File: src/rtl/fifo_arb_pkg.sv
// -----------------------------------------------------------------------------
// fifo_arb_pkg
// Shared types and helpers for the FIFO write-port arbiter.
//   arb_state_e : arbiter FSM state (IDLE, BURST)
//   rr_next     : modular increment of a round-robin pointer
// -----------------------------------------------------------------------------
package fifo_arb_pkg;

  typedef enum logic [0:0] {
    IDLE  = 1'b0,
    BURST = 1'b1
  } arb_state_e;

  // Advance a pointer by one, wrapping from n-1 back to 0.
  function automatic int unsigned rr_next(input int unsigned ptr, input int unsigned n);
    if (ptr >= (n - 32'd1)) begin
      return 32'd0;
    end else begin
      return ptr + 32'd1;
    end
  endfunction

endpackage

File: src/rtl/rr_pick.sv
// -----------------------------------------------------------------------------
// rr_pick
// Combinational round-robin priority encoder. Returns the first set bit of
// req when searching rr_ptr, rr_ptr+1, ... modulo NUM_REQ.
// Ports:
//   req    in  NUM_REQ  request vector
//   rr_ptr in  IDW      index with highest priority
//   idx    out IDW      selected index (0 when nothing is found)
//   found  out 1        at least one request is set
// -----------------------------------------------------------------------------
module rr_pick
  import fifo_arb_pkg::*;
#(
  parameter int unsigned NUM_REQ = 4,
  localparam int unsigned IDW = $clog2(NUM_REQ)
) (
  input  logic [NUM_REQ-1:0] req,
  input  logic [IDW-1:0]     rr_ptr,
  output logic [IDW-1:0]     idx,
  output logic               found
);

  logic [IDW-1:0] cand_s;

  // Walk the ring starting at rr_ptr; the first hit wins.
  always_comb begin
    idx    = '0;
    found  = 1'b0;
    cand_s = rr_ptr;
    for (int unsigned k = 0; k < NUM_REQ; k++) begin
      if (!found && req[cand_s]) begin
        found = 1'b1;
        idx   = cand_s;
      end else begin
        found = found;
      end
      cand_s = IDW'(rr_next(32'(cand_s), NUM_REQ));
    end
  end

endmodule

File: src/rtl/fifo_write_arbiter.sv
// -----------------------------------------------------------------------------
// fifo_write_arbiter
// Shares one FIFO write port among NUM_REQ producers using round-robin
// arbitration with bursts of at most BURST_MAX beats. The winning beat is
// registered into a one-entry output stage, so the FIFO sees a registered
// write_en/write_data pair.
//
// Ports:
//   CLK             in   1               clock, posedge
//   RST             in   1               synchronous active-high reset
//   req_valid       in   NUM_REQ         requester i has a beat
//   req_data        in   NUM_REQ*DATA_W  beat of requester i at [i*DATA_W +: DATA_W]
//   req_ack         out  NUM_REQ         one-hot, combinational: beat consumed
//   fifo_write_en   out  1               registered: output stage holds a beat
//   fifo_write_data out  DATA_W          registered beat
//   fifo_write_rdy  in   1               FIFO can accept
//   grant_id        out  IDW             registered: current/last granted requester
//   busy            out  1               registered: FSM is in BURST
//
// Optional feature (macro FIFO_ARB_STATS_EN):
//   stats_clr       in   1               synchronous clear of beat counters
//   beat_count      out  NUM_REQ*16      saturating accepted-beat counter per requester
// -----------------------------------------------------------------------------
module fifo_write_arbiter
  import fifo_arb_pkg::*;
#(
  parameter int unsigned NUM_REQ   = 4,
  parameter int unsigned DATA_W    = 1,
  parameter int unsigned BURST_MAX = 4,
  localparam int unsigned IDW      = $clog2(NUM_REQ)
) (
  input  logic                        CLK,
  input  logic                        RST,
  input  logic [NUM_REQ-1:0]          req_valid,
  input  logic [NUM_REQ*DATA_W-1:0]   req_data,
  output logic [NUM_REQ-1:0]          req_ack,
  output logic                        fifo_write_en,
  output logic [DATA_W-1:0]           fifo_write_data,
  input  logic                        fifo_write_rdy,
  output logic [IDW-1:0]              grant_id,
`ifdef FIFO_ARB_STATS_EN
  input  logic                        stats_clr,
  output logic [NUM_REQ*16-1:0]       beat_count,
`endif
  output logic                        busy
);

  localparam int unsigned CNTW = $clog2(BURST_MAX + 1);

  arb_state_e          state_r;
  logic [IDW-1:0]      rr_ptr_r;
  logic [IDW-1:0]      grant_id_r;
  logic [CNTW-1:0]     burst_cnt_r;
  logic                busy_r;
  logic                wen_r;
  logic [DATA_W-1:0]   wdata_r;

  logic [IDW-1:0]      pick_idx_s;
  logic                pick_found_s;
  logic                sel_valid_s;
  logic [DATA_W-1:0]   sel_data_s;
  logic                out_free_s;
  logic                accept_s;
  logic                last_beat_s;
  logic                burst_end_s;
  logic [NUM_REQ-1:0]  req_ack_s;

  rr_pick #(
    .NUM_REQ (NUM_REQ)
  ) u_rr_pick (
    .req    (req_valid),
    .rr_ptr (rr_ptr_r),
    .idx    (pick_idx_s),
    .found  (pick_found_s)
  );

  // AND-OR mux of the granted requester's valid bit and data slice.
  always_comb begin
    sel_valid_s = 1'b0;
    sel_data_s  = '0;
    for (int unsigned i = 0; i < NUM_REQ; i++) begin
      sel_valid_s = sel_valid_s | (req_valid[i] & (grant_id_r == IDW'(i)));
      sel_data_s  = sel_data_s  | (req_data[i*DATA_W +: DATA_W] & {DATA_W{grant_id_r == IDW'(i)}});
    end
  end

  // Accept/burst-end decisions and the one-hot acknowledge.
  always_comb begin
    req_ack_s   = '0;
    // The stage can take a beat when empty or when its beat drains this cycle.
    out_free_s  = !wen_r || fifo_write_rdy;
    // Gated by RST so nothing is acknowledged in a cycle that discards state.
    accept_s    = !RST && (state_r == BURST) && sel_valid_s && out_free_s;
    last_beat_s = accept_s && (burst_cnt_r == CNTW'(BURST_MAX - 1));
    // A withdrawn request ends the burst even if the FIFO is stalling.
    burst_end_s = (state_r == BURST) && (last_beat_s || !sel_valid_s);
    for (int unsigned i = 0; i < NUM_REQ; i++) begin
      req_ack_s[i] = accept_s && (grant_id_r == IDW'(i));
    end
  end

  // Arbitration FSM with registered grant_id, busy, pointer and burst counter.
  always_ff @(posedge CLK) begin
    if (RST) begin
      state_r     <= IDLE;
      rr_ptr_r    <= '0;
      burst_cnt_r <= '0;
      grant_id_r  <= '0;
      busy_r      <= 1'b0;
    end else begin
      case (state_r)
        IDLE: begin
          if (pick_found_s) begin
            grant_id_r  <= pick_idx_s;
            burst_cnt_r <= '0;
            busy_r      <= 1'b1;
            state_r     <= BURST;
          end else begin
            busy_r      <= 1'b0;
            state_r     <= IDLE;
          end
        end
        BURST: begin
          if (accept_s) begin
            burst_cnt_r <= burst_cnt_r + CNTW'(1'b1);
          end else begin
            burst_cnt_r <= burst_cnt_r;
          end
          if (burst_end_s) begin
            // The requester just served drops to lowest priority.
            rr_ptr_r <= IDW'(rr_next(32'(grant_id_r), NUM_REQ));
            busy_r   <= 1'b0;
            state_r  <= IDLE;
          end else begin
            busy_r   <= 1'b1;
            state_r  <= BURST;
          end
        end
        default: begin
          busy_r  <= 1'b0;
          state_r <= IDLE;
        end
      endcase
    end
  end

  // One-entry output stage; contents held stable while the FIFO is full.
  always_ff @(posedge CLK) begin
    if (RST) begin
      wen_r   <= 1'b0;
      wdata_r <= '0;
    end else if (accept_s) begin
      wen_r   <= 1'b1;
      wdata_r <= sel_data_s;
    end else if (wen_r && fifo_write_rdy) begin
      wen_r   <= 1'b0;
      wdata_r <= wdata_r;
    end else begin
      wen_r   <= wen_r;
      wdata_r <= wdata_r;
    end
  end

  assign req_ack         = req_ack_s;
  assign fifo_write_en   = wen_r;
  assign fifo_write_data = wdata_r;
  assign grant_id        = grant_id_r;
  assign busy            = busy_r;

`ifdef FIFO_ARB_STATS_EN
  logic [15:0] beat_cnt_r [NUM_REQ];

  // Per-requester saturating beat counters; clear wins over increment.
  always_ff @(posedge CLK) begin
    for (int unsigned i = 0; i < NUM_REQ; i++) begin
      if (RST || stats_clr) begin
        beat_cnt_r[i] <= 16'h0000;
      end else if (req_ack_s[i] && (beat_cnt_r[i] != 16'hFFFF)) begin
        beat_cnt_r[i] <= beat_cnt_r[i] + 16'h0001;
      end else begin
        beat_cnt_r[i] <= beat_cnt_r[i];
      end
    end
  end

  // Flatten the counters onto the output bus.
  always_comb begin
    beat_count = '0;
    for (int unsigned i = 0; i < NUM_REQ; i++) begin
      beat_count[i*16 +: 16] = beat_cnt_r[i];
    end
  end
`endif

endmodule
File: config.mk
export PLATFORM = sky130hd
export DESIGN_NAME = fifo_write_arbiter
export DESIGN_NICKNAME = d
export VERILOG_FILES = /design/src/rtl/fifo_arb_pkg.sv /design/src/rtl/rr_pick.sv /design/src/rtl/fifo_write_arbiter.sv
export SDC_FILE = /design/constraint.sdc
export NUM_CORES = 1
export LEC_CHECK = 0
export ABC_CLOCK_PERIOD_IN_PS = 3100
export CAP_MARGIN = 20
export CORE_MARGIN = 2
export CORE_UTILIZATION = 53
export DETAILED_ROUTE_END_ITERATION = 8
export MAX_ROUTING_LAYER = met4
export PLACE_DENSITY = 0.84
export SLEW_MARGIN = 0
export SYNTH_ARGS = -nofsm -noshare
export SYNTH_HDL_FRONTEND = slang
export SYNTH_SLANG_ARGS = --single-unit
File: constraint.sdc
create_clock -name CLK -period 3.1 [get_ports CLK]
set_input_delay 0.62 -clock CLK [delete_from_list [all_inputs] [get_ports CLK]]
set_output_delay 0.62 -clock CLK [all_outputs]
set_load 0.02 [all_outputs]
==> flow_metrics.tcl, run 1 <==
set metrics [dict create \
    routedWlPerCell_um 16.3 \
    gp_congestion 0.863 \
    nets 150 \
    clkTransAtPathRegs_ns 0.07 \
    route.vias.total 946 \
    cts_buffers 3 \
    hold_path_depth 2 \
    yosys_warnings 0 \
    hold_viol 0 \
    yosysSeqAreaShare_pct 22.5 \
    postRouteAntennaNets 0 \
    power_frac_seq_pct 29.9 \
    ctsHoldBuffers 0 \
    design.portCount 20 \
    synth.distinct_cells 39 \
    synth_area_leaders "dfxtp_1 (23%), ha_1 (9.8%), mux2i_1 (7.9%)" \
    synth_top_cell_area_share_pct 22.5 \
    rows 14 \
    grt_pass1_vias 924 \
    hp-class "reg2reg" \
    layout_setup_ws_ns 0.255 \
    critPathKind "in2out" \
    power_density_nw_per_um2 508 \
    first_iter_violations 28 \
    grt_usage_pct 27.8 \
    htreeDepth 1 \
    synth_area_sq_um 890 \
    rr_startpoint "rr_ptr_r[0]" \
    power.leakage_nw 0.512 \
    fin_area_sq_um 1160 \
    fin_skew_ns 0.00316 \
    r2r_setup_slack_ns 0.68 \
    drt_wl_total_um 2400 \
    dr.pass1.iters 4 \
    post-place-ws_ns 0.00468 \
    grt_overflow 0 \
    crit_chain "clkdlybuf4s50_1 -> a22oi_1 -> nand2_1 -> nand3_1 -> nor3b_1 -> dlygate4sd2_1" \
    via_per_inst 6.44 \
    fmax_mhz 351 \
    period_needed_ns 2.85 \
    die_area_sq_um 2020 \
    cts_tree "done" \
    synthCells 108 \
    dpl_cell_area_sq_um 1120 \
    cts_root_buffer "clkbuf_4" \
    drive_above_1_share_pct 14.5 \
    cp_slowest_cell "clkdlybuf4s50_1" \
    crit_fanout 6 \
    synth_common_cells "dfxtp_1 (10), inv_1 (8), nand2_1 (8)" \
    timing.hold.worst.start "burst_cnt_r[2]" \
    drc_errors 0 \
    die_w_um 45.0 \
    required_ns 2.48 \
    whs_endpoint "burst_cnt_r[2]" \
    intPower_mw 0.358 \
    setup_viol 0 \
    startpoint_type "input pin" \
    max_slew_margin_pct 71.7 \
    r2r_cells 6 \
    synth_area_leader_cell "dfxtp_1" \
    grt_setup_unrepaired "false" \
    dp_hpwl_um 1750 \
    power.share.clock_pct 20.3 \
    fp.dieH_um 45.0 \
    max-vdd-ir-drop_uv 492 \
    status "completed" \
    slew_violations 0 \
    fp.coreArea_sq_um 1540 \
    ys_ff_latch 10 \
    grt_antenna_before_repair 0 \
    avgSynthCellArea_sq_um 8.24 \
    p_sw_share_pct 39.1 \
    n_antenna_cell 0 \
    synth_nets 126 \
    clock_sinks 10 \
    synth_edf_count 0 \
    grt_pass1_wl_um 3990 \
    ys.flop_type "dfxtp_1" \
    clkLatencyLatePin_ns 0.27 \
    fin_crit_sh_pct 91.8 \
    synth_most_common_cell "dfxtp_1" \
    r2r_end "grant_id[1]" \
    p_comb_share_pct 49.8 \
    area_growth_pct 30.2 \
    power_switching_mw 0.230 \
    arrival_ns 2.23 \
    setup.worst_path.end_class "primary output" \
    grt_max_degree 13 \
    portBuffers 19 \
    async_flop_share_pct 0 \
    drv_cap 0 \
    cts_max_path_buffers 2 \
    finalSetupTns_ns 0 \
    tightestPinTransition_ns 0.424 \
    initial_core_util_pct 57.7 \
    slowest_delay_ns 0.51 \
]
registers in the layout (all words and copies together) (netlist names):
register,count
grant_id,2
fifo_write_data,1
rr_ptr_r,2
burst_cnt_r,3
fifo_write_en,1
busy,1
worst max path at each step:
stage | start | to | slack [ns] | cells past startpoint
2_1_floorplan | req_valid[2] | req_ack[0] | 0.54 | 6
3_3_place_gp | req_valid[2] | req_ack[2] | 0.14 | 6
3_5_place_dp | req_valid[2] | req_ack[3] | 0.005 | 6
4_1_cts | req_valid[2] | req_ack[0] | 0.02 | 6
5_1_grt | req_valid[2] | req_ack[3] | 0.17 | 6
6_report | req_valid[2] | req_ack[3] | 0.25 | 6
timing repair:
action / CTS / global route
resized for setup: 1 / 3
setup endpoints to repair: 1 / 3
setup buffers: 0 / 0
final cells by class:
class / instances / area, sq um
inverters: 8 / 30.0
fillers: 112 / 383
flip-flops and latches: 10 / 200
multi-input cells: 83 / 623
well taps: 16 / 20.0
clock buffers: 4 / 36.3
repair buffers: 26 / 249
cells in the final DEF, fill, tap and decap left out, types with 2 or more instances in the layout:
master and count:
nor2b_1 3, ha_1 7, clkdlybuf4s50_1 15, o211ai_1 2
nor3b_1 4, mux2i_1 7, clkbuf_4 3, nand3_1 5
a22oi_1 4, nor2_1 5, dfxtp_1 10, nand2b_1 2
inv_1 8, buf_4 7, nand2_1 8, a21o_1 2
or3_1 3, mux2_2 3, dlymetal6s2s_1 3, a21oi_1 6
o32ai_1 3
logic make-up after synthesis:
| group | count (synthesis) | synth area share [%] |
|---|---|---|
| AND/OR/NAND/NOR | 36 | 22.8 |
| AO/OA/AOI/OAI | 30 | 25.7 |
| buffers and inverters | 15 | 7.45 |
| multiplexers | 10 | 11.7 |
| flip-flops | 10 | 22.5 |
| adder cells (fa/ha/maj) | 7 | 9.84 |
critical path: cells and delay by family:
kind                   cells  cell delay (ns)
and+or+nand+nor            3             0.61
buffers and inverters      2             0.89
AOI/OAI and AO/OA          1             0.11
stage by stage:
| step | power [mW] | hold WS, ns | utilization (%) | cells |
|---|---|---|---|---|
| floorplan | 0.372 | 0.452 | - | 108 |
| global placement | 0.455 | 0.448 | 72.4 | 143 |
| detailed placement | 0.464 | 0.468 | 72.4 | 143 |
| CTS | 0.582 | 0.476 | 74.7 | 147 |
| global route | 0.625 | 0.494 | 75.2 | 147 |
| finish | 0.588 | 0.481 | 75.2 | 147 |
per-layer routing:
| metal | routed length (um) | GRT usage [%] | up-vias |
|---|---|---|---|
| li1 | - | - | 449 |
| met1 | 1050 | 31.7 | 465 |
| met2 | 1220 | 48.6 | 30 |
| met3 | 109 | 5.20 | 2 |
| met4 | 17 | 8.82 | 0 |
| met5 | 0 | - | - |
power by group through the flow:
stage	combinational [mW]	clock (mW)	sequential [mW]
floorplan	0.191	0	0.181
global placement	0.279	0	0.176
detailed placement	0.286	0	0.178
CTS	0.290	0.118	0.175
global route	0.318	0.126	0.180
finish	0.293	0.119	0.176
Power figures use the tool's default switching activity.
==> inputs of run 2 (changes only) <==
Settings changed: CORE_MARGIN 2 to 5, HOLD_SLACK_MARGIN set to 0.08.
==> run 2 against run 1 <==
Routed wire length down 0.29%. Die area grew 28%. Worst hold slack worse by 0.0012 ns. Critical path type unchanged.
==> flow_metrics.tcl, run 2 (same netlist as run 1, synthesis figures left out) <==
set metrics [dict create \
    clkLatencyLatePin_ns 0.26 \
    dp_hpwl_um 1890 \
    power.share.clock_pct 20.3 \
    status "completed" \
    nets 150 \
    intPower_mw 0.358 \
    p_comb_share_pct 49.6 \
    slew_violations 0 \
    postRouteAntennaNets 0 \
    n_antenna_cell 0 \
    required_ns 2.48 \
    grt.met1_usage_pct 24.8 \
    regMostFlops "burst_cnt_r" \
    drc_errors 0 \
    max_slew_margin_pct 72.5 \
    r2r_cells 6 \
    tightestPinTransition_ns 0.413 \
    dpl_cell_area_sq_um 1120 \
    power_frac_seq_pct 30.0 \
    power_density_nw_per_um2 506 \
    startpoint_type "input pin" \
    clkTransAtPathRegs_ns 0.07 \
    critPathCapture "req_ack[0]" \
    met3_usage_pct 5.81 \
    cts_buffers 3 \
    cts_root_buffer "clkbuf_4" \
    max-vdd-ir-drop_uv 364 \
    crit_chain "clkdlybuf4s50_1 -> a22oi_1 -> nand2_1 -> nand3_1 -> nor3b_1 -> dlymetal6s2s_1" \
    dp_cells 143 \
    post_cts_buffers 0 \
    grt_overflow 0 \
    initial_core_util_pct 57.7 \
    grt_max_degree 13 \
    portBuffers 19 \
    hp-class "reg2reg" \
    arrival_ns 2.05 \
    first_iter_violations 21 \
    finalSetupTns_ns 0 \
    route.vias.total 910 \
    period_needed_ns 2.67 \
    die_area_sq_um 2600 \
    grt_usage_pct 19.5 \
    grt_antenna_before_repair 0 \
    met2_usage_pct 30.4 \
    most-common-layout-cells "clkdlybuf4s50_1 (15), dfxtp_1 (10), inv_1 (8), nand2_1 (8)" \
    cts_max_path_buffers 2 \
    fin_crit_sh_pct 86.0 \
    top_usage_layer "met2" \
    via_per_inst 6.19 \
    fp.coreArea_sq_um 1540 \
    crit_fanout 6 \
    r2r_end "grant_id[1]" \
    drv_cap 0 \
    layout_setup_ws_ns 0.433 \
    power_switching_mw 0.230 \
    cts_tree "done" \
    htreeDepth 1 \
    rows 14 \
    gp_congestion 0.920 \
    p_sw_share_pct 39.1 \
    grt_pass1_wl_um 3930 \
    drt_wl_total_um 2390 \
    rr_startpoint "rr_ptr_r[0]" \
    fin_area_sq_um 1160 \
    dr.pass1.iters 5 \
    routedWlPerCell_um 16.3 \
    fmax_mhz 375 \
    post-place-ws_ns 0.0352 \
    die_w_um 51.0 \
    final_cells 147 \
    area_growth_pct 30.7 \
    cp_slowest_cell "clkdlybuf4s50_1" \
    drive_above_1_share_pct 14.5 \
    r2r_setup_slack_ns 0.66 \
    grt_pass1_vias 901 \
    fp.dieH_um 51.0 \
    hold_viol 0 \
    critPathKind "in2out" \
    clock_sinks 10 \
    fin_skew_ns 0.00203 \
    setup_viol 0 \
    slowest_delay_ns 0.49 \
    grt_setup_unrepaired "false" \
    setup.worst_path.start "req_valid[2]" \
    design.portCount 20 \
    power.leakage_nw 0.526 \
    final_common_cell "clkdlybuf4s50_1" \
    setup.worst_path.end_class "primary output" \
    largest_reg_flops 3 \
    p_total_mw 0.588 \
]
==> run 2: cell count changes in the layout (fill, tap and decap cells not counted), sizes merged <==
cell / before / now
dlygate4sd2: 1 / 0
dlymetal6s2s: 3 / 4
==> run 2: worst min-delay path by stage <==
stage                               start  slack [ns]  cells past startpoint              end
after floorplan            burst_cnt_r[2]        0.45                      2   burst_cnt_r[2]
after global placement    fifo_write_data        0.45                      2  fifo_write_data
after detailed placement  fifo_write_data        0.46                      2  fifo_write_data
after CTS                 fifo_write_data        0.48                      2  fifo_write_data
after global routing      fifo_write_data        0.51                      2  fifo_write_data
final                     fifo_write_data        0.48                      2  fifo_write_data
==> run 2: critical path: cells and delay by family <==
| family | cells | cell delay [ns] |
|---|---|---|
| and+or+nand+nor | 3 | 0.59 |
| AOI/OAI and AO/OA | 1 | 0.09 |
| buffers and inverters | 2 | 0.75 |
==> run 2: stage by stage <==
stage,hold WS (ns),utilization [%]
floorplan,0.452,-
global placement,0.448,72.4
detailed placement,0.463,72.4
CTS,0.480,74.8
global route,0.512,75.4
finish,0.479,75.4
==> run 2: power groups by stage <==
stage | sequential [mW] | clock, mW | combinational [mW]
floorplan | 0.181 | 0 | 0.191
global placement | 0.177 | 0 | 0.279
detailed placement | 0.178 | 0 | 0.287
CTS | 0.176 | 0.121 | 0.290
global route | 0.180 | 0.130 | 0.317
finish | 0.177 | 0.120 | 0.292
==> run 2: routing by layer <==
metal  wire (um)  up-vias  part of all wire [%]
li1            -      452                     -
met1        1070      410                    45
met2        1120       44                    47
met3         184        4                   7.7
met4          15        0                  0.63
met5           0        -                     0
==> run 2: repair_timing <==
action,4_1_cts,5_1_grt
resized for setup,0,4
hold buffers,0,0
setup endpoints to repair,0,4
==> run 2: cell type report <==
class / count / area, sq um
clock buffer: 4 / 36.3
fill: 112 / 379
inverter: 8 / 30.0
multi-input combinational: 83 / 623
sequential: 10 / 200
tap: 16 / 20.0
timing repair buffer: 26 / 253
